**src/rtl/inst_fetch_ctrl.sv**
```systemverilog
// Instruction-fetch sequencer: owns the PC, reads the combinational ROM and
// buffers {pc, inst} in a small prefetch FIFO for decode, with redirect and halt/drain.
module inst_fetch_ctrl #(
  parameter int unsigned AW       = 6,
  parameter int unsigned DW       = 32,
  parameter int unsigned RESET_PC = 1,
  parameter int unsigned DEPTH    = 2
) (
  input  logic          clk,
  input  logic          rst,
  output logic [AW-1:0] rom_addr,
  input  logic [DW-1:0] rom_inst,
  output logic          id_valid,
  input  logic          id_ready,
  output logic [DW-1:0] id_inst,
  output logic [AW-1:0] id_pc,
  input  logic          redirect,
  input  logic [AW-1:0] redirect_pc,
  input  logic          halt,
  output logic          halted
);

  localparam int unsigned PW = (DEPTH > 1) ? $clog2(DEPTH) : 1;
  localparam int unsigned CW = PW + 1;
  localparam int unsigned EW = AW + DW;

  typedef enum logic [1:0] {FETCH, DRAIN, HALTED} state_t;

  state_t          state, nxt_state;
  logic [AW-1:0]   pc, nxt_pc;
  logic [EW-1:0]   mem [DEPTH];
  logic [PW-1:0]   rd_ptr, wr_ptr, nxt_rd_ptr, nxt_wr_ptr;
  logic [CW-1:0]   count, nxt_count;
  logic            pop_c, push_c;
  logic [EW-1:0]   nxt_head;

  assign rom_addr = pc;

  // Next-state, FIFO bookkeeping and the head word presented after this edge.
  always_comb begin
    nxt_state  = state;
    nxt_pc     = pc;
    nxt_rd_ptr = rd_ptr;
    nxt_wr_ptr = wr_ptr;
    nxt_count  = count;
    nxt_head   = '0;
    pop_c      = id_valid & id_ready;
    push_c     = (state == FETCH) & ~redirect & ((count < CW'(DEPTH)) | pop_c);

    if (redirect) begin
      nxt_pc     = redirect_pc;
      nxt_rd_ptr = '0;
      nxt_wr_ptr = '0;
      nxt_count  = '0;
    end else begin
      nxt_rd_ptr = rd_ptr + PW'(pop_c);
      nxt_wr_ptr = wr_ptr + PW'(push_c);
      nxt_count  = count + CW'(push_c) - CW'(pop_c);
      if (push_c) nxt_pc = pc + AW'(1);
    end

    unique case (state)
      FETCH:   if (halt) nxt_state = (nxt_count == '0) ? HALTED : DRAIN;
      DRAIN: begin
        if (!halt)                  nxt_state = FETCH;
        else if (nxt_count == '0)   nxt_state = HALTED;
      end
      HALTED:  if (!halt) nxt_state = FETCH;
      default: nxt_state = FETCH;
    endcase

    // The word being written this edge becomes the head when it lands in the slot read next.
    if (nxt_count != '0)
      nxt_head = (push_c && (nxt_rd_ptr == wr_ptr)) ? {pc, rom_inst} : mem[nxt_rd_ptr];
  end

  always_ff @(posedge clk or posedge rst) begin
    if (rst) begin
      state    <= FETCH;
      pc       <= AW'(RESET_PC);
      rd_ptr   <= '0;
      wr_ptr   <= '0;
      count    <= '0;
      id_valid <= 1'b0;
      id_pc    <= '0;
      id_inst  <= '0;
      halted   <= 1'b0;
    end else begin
      state            <= nxt_state;
      pc               <= nxt_pc;
      rd_ptr           <= nxt_rd_ptr;
      wr_ptr           <= nxt_wr_ptr;
      count            <= nxt_count;
      id_valid         <= (nxt_count != '0);
      {id_pc, id_inst} <= nxt_head;
      halted           <= (nxt_state == HALTED);
    end
  end

  // Storage needs no reset: count and pointers qualify every read.
  always_ff @(posedge clk) begin
    if (push_c) mem[wr_ptr] <= {pc, rom_inst};
  end

endmodule

```
**config.mk**
```make
export PLATFORM = sky130hd
export DESIGN_NAME = inst_fetch_ctrl
export DESIGN_NICKNAME = d
export VERILOG_FILES = /design/src/rtl/inst_fetch_ctrl.sv
export SDC_FILE = /design/constraint.sdc
export NUM_CORES = 1
export LEC_CHECK = 0
export ABC_AREA = 1
export CAP_MARGIN = 20
export CORE_MARGIN = 2
export CORE_UTILIZATION = 25
export CTS_CLUSTER_DIAMETER = 100
export DETAILED_ROUTE_END_ITERATION = 10
export GPL_TIMING_DRIVEN = 1
export PLACE_DENSITY = 0.48
export SLEW_MARGIN = 15
export SYNTH_ARGS = -nofsm -noshare
export SYNTH_HDL_FRONTEND = slang
export SYNTH_SLANG_ARGS = --single-unit
```
**constraint.sdc**
```tcl
create_clock -name clk -period 2.6 [get_ports clk]
set_input_delay 0.39 -clock clk [delete_from_list [all_inputs] [get_ports clk]]
set_output_delay 0.39 -clock clk [all_outputs]
set_load 0.1 [all_outputs]
```
==> impl_metrics.yaml <==
synth:
  synthArstFlopShare_pct: 40.6
  synth_area_leaders: "edfxtp_1 (40%), dfrtp_1 (22%), nand2_1 (11%)"
  synth_area_mm2: 0.00575
  yosys.area_share.simple_pct: 23.0
  synth_top_family_by_area: "simple AND/OR/NAND/NOR gates"
  synth_top_cell_by_area: "edfxtp_1"
  synth_compound_area_share_pct: 1.24
  syn_avg_cell_area_um2: 9.38
  synth_commonest_cells: "nand2_1 (175), inv_1 (125), edfxtp_1 (76)"
  syn_inst: 613
  yosysTopAreaCellShare_pct: 39.7
  ys.flop_type: "edfxtp_1"
  synth-edff-count: 76
  ys_seq_area_share_pct: 62.4
  yosys.area_share.adder_pct: 1.09
  synthMuxAreaShare_pct: 0
  synth-xor-area-share_pct: 0.457
  ys_ff_latch: 128
  synthDistinctLibCells: 25
  syn_nets: 661
  yosysMostFrequentCell: "nand2_1"
  yosysWarnings: 0
drt:
  drtIter0Drc: 190
  drc_errors: 0
  vias_per_cell: 4.17
  drt_wl_total_um: 14900
  dr.pass1.iters: 5
  vias: 4199
  antenna_left: 0
  avgRoutedWirePerCell_um: 14.8
critical_path:
  worstPathArrival_ns: 2.34
  rrSetupSlack_ns: 0.66
  path_class: "in -> reg"
  cp_common_cell: "nand2_1"
  required_ns: 2.95
  worst_path_max_delay_cell: "clkdlybuf4s50_1"
  max_stage_delay_ns: 0.49
  path_cells: "clkdlybuf4s50_1 > nand2_1 > nand2_1 > nand3_2 > ha_1 > inv_1 > ha_1 > inv_1 > nand2_1 > nand3_1 > nand2_2 > buf_12 > nand2_1 > nor2_1"
  rr_worst_depth: 12
  timing.rr.start: "state[1]"
  cp-end-kind: "flop"
  r2r_end: "id_inst[4]"
  crit_fanout: 26
  cp-start-kind: "input port"
placement:
  place_area_mm2: 0.00697
  io_buffers: 88
  hpwlAfterDp_um: 9270
  gp_congestion: 0.700
die:
  die_h_um: 156
  pin_count: 89
  start_util_pct: 25.4
  die-area_mm2: 0.0242
  num_rows: 55
  die_w_um: 156
  core_area_mm2: 0.0226
sta:
  fmax_mhz: 500
  worst_pin_slew_ns: 0.524
  setup_viol: 0
  slew_viol_final: 0
  finalCritPeriodShare_pct: 76.9
  setup-tns-final_ns: 0
  period_minus_slack_ns: 2.00
  skew_ns: 0.00737
  hold_viol_final: 0
  relSlewSlack_pct: 65.1
  holdWs_ns: 0.288
  rsz0062_at_grt: "no"
cells_and_area:
  antennaDiodeCount: 0
  area_delta_synth_final_pct: 31.4
  fin_util_pct: 33.4
  drive_gt1_share_pct: 15.5
  fin_nets: 758
  fin_area_mm2: 0.00755
power:
  p_leak_uw: 0.00372
  total_power_uw: 9820
  power_density_mw_per_mm2: 1300
  worst_ir_drop_vdd_mv: 0.514
global_routing:
  antenna_found_initial: 0
  grt_overflow: 0
  grt_pass1_vias: 4139
  grt_max_degree: 40
  gr-usage-all-layers_pct: 13.1
  grt_pass1_wl_um: 23700
flow_run:
  maxCapViolCount: 0
cts:
  cts.clk_slew.worst_paths_ns: 0.06
  cts-root-buf: "clkbuf_16"
  cts_sinks: 128
  clk_path_buf_depth: 2
  cts_hold_buf: 0
  cts_resized: 0
  cts_max_level: 4
  cts_tree: "done"
  worstSkewPairLatency_ns: 0.42
  cts_made_buffers: 17
  post_cts.repair.setup_buffers: 0
min_path:
  hold_class: "in -> async"
status:
  status: "finished clean"
[cell usage in the layout, fill, tap and decap left out, types with 2 or more instances in the layout]
master           instances
edfxtp_1                76
bufinv_16                2
clkbuf_8                 3
o211ai_1                 4
dfrtp_1                 50
nand3_2                  4
buf_12                   9
nand2_2                  3
clkinvlp_4               2
nand4_1                 40
nor2_1                  43
ha_1                     3
inv_2                    3
clkinv_2                 4
ha_2                     2
a21oi_1                  3
clkdlybuf4s50_1         42
nand3_1                 43
inv_1                  124
clkbuf_16               17
buf_4                   60
nand2_1                173
xnor2_1                  2
clkinv_1                 3
[metal layers]
metal | wire [µm] | track usage [%] | vias to the layer above
li1 | - | - | 2125
met1 | 6610 | 16.2 | 1958
met2 | 7350 | 22.1 | 103
met3 | 776 | 3.58 | 13
met4 | 170 | 4.28 | 0
met5 | 0 | 0 | -
[final cells by class]
cell class / instances / area [µm²]
fill: 2330 / 15100
tap: 285 / 357
clock inverter: 12 / 115
timing repair buffer: 111 / 1050
sequential: 128 / 3590
clock buffer: 20 / 467
inverter: 127 / 477
multi-input combinational: 325 / 1500
[power by group]
| part | switching [µW] | internal (µW) |
|---|---|---|
| combinational | 3320 | 1210 |
| sequential | 211 | 2740 |
| clock | 873 | 1470 |
[worst max-delay path, delay by kind of cell]
family / cells / cell delay, ns
buf+inv: 4 / 0.78
simple gates: 8 / 0.73
fa+ha+maj: 2 / 0.43
[worst max path at each step]
| stage | start | slack, ns | endpoint |
|---|---|---|---|
| floorplan | id_valid | 0.20 | mem[0][0] |
| global placement | id_ready | 0.22 | id_inst[7] |
| detailed placement | id_ready | 0.16 | id_inst[4] |
| CTS | id_ready | 0.61 | id_inst[18] |
| global route | id_ready | 0.42 | id_inst[18] |
| finish | id_ready | 0.60 | id_inst[4] |
[flip-flops by register name (all words and copies together) (netlist names)]
name      count
halted        1
id_valid      1
id_pc         6
wr_ptr        1
mem          76
count         2
state         2
rd_ptr        1
id_inst      32
rom_addr      6
[cells by family after synthesis]
kind of cell / count (synthesis)
XOR/XNOR: 3
flip-flops: 128
buffers and inverters: 160
adder cells (fa/ha/maj): 5
AND/OR/NAND/NOR: 306
AO/OA/AOI/OAI: 11
[stage by stage]
step / worst slack (ns) / std cells
final: 0.602 / 1008
after CTS: 0.611 / 1008
after floorplan: 0.201 / 613
after global placement: 0.216 / 976
after detailed placement: 0.162 / 976
after global routing: 0.421 / 1008
Note: power is estimated with default switching activity, not from simulation.
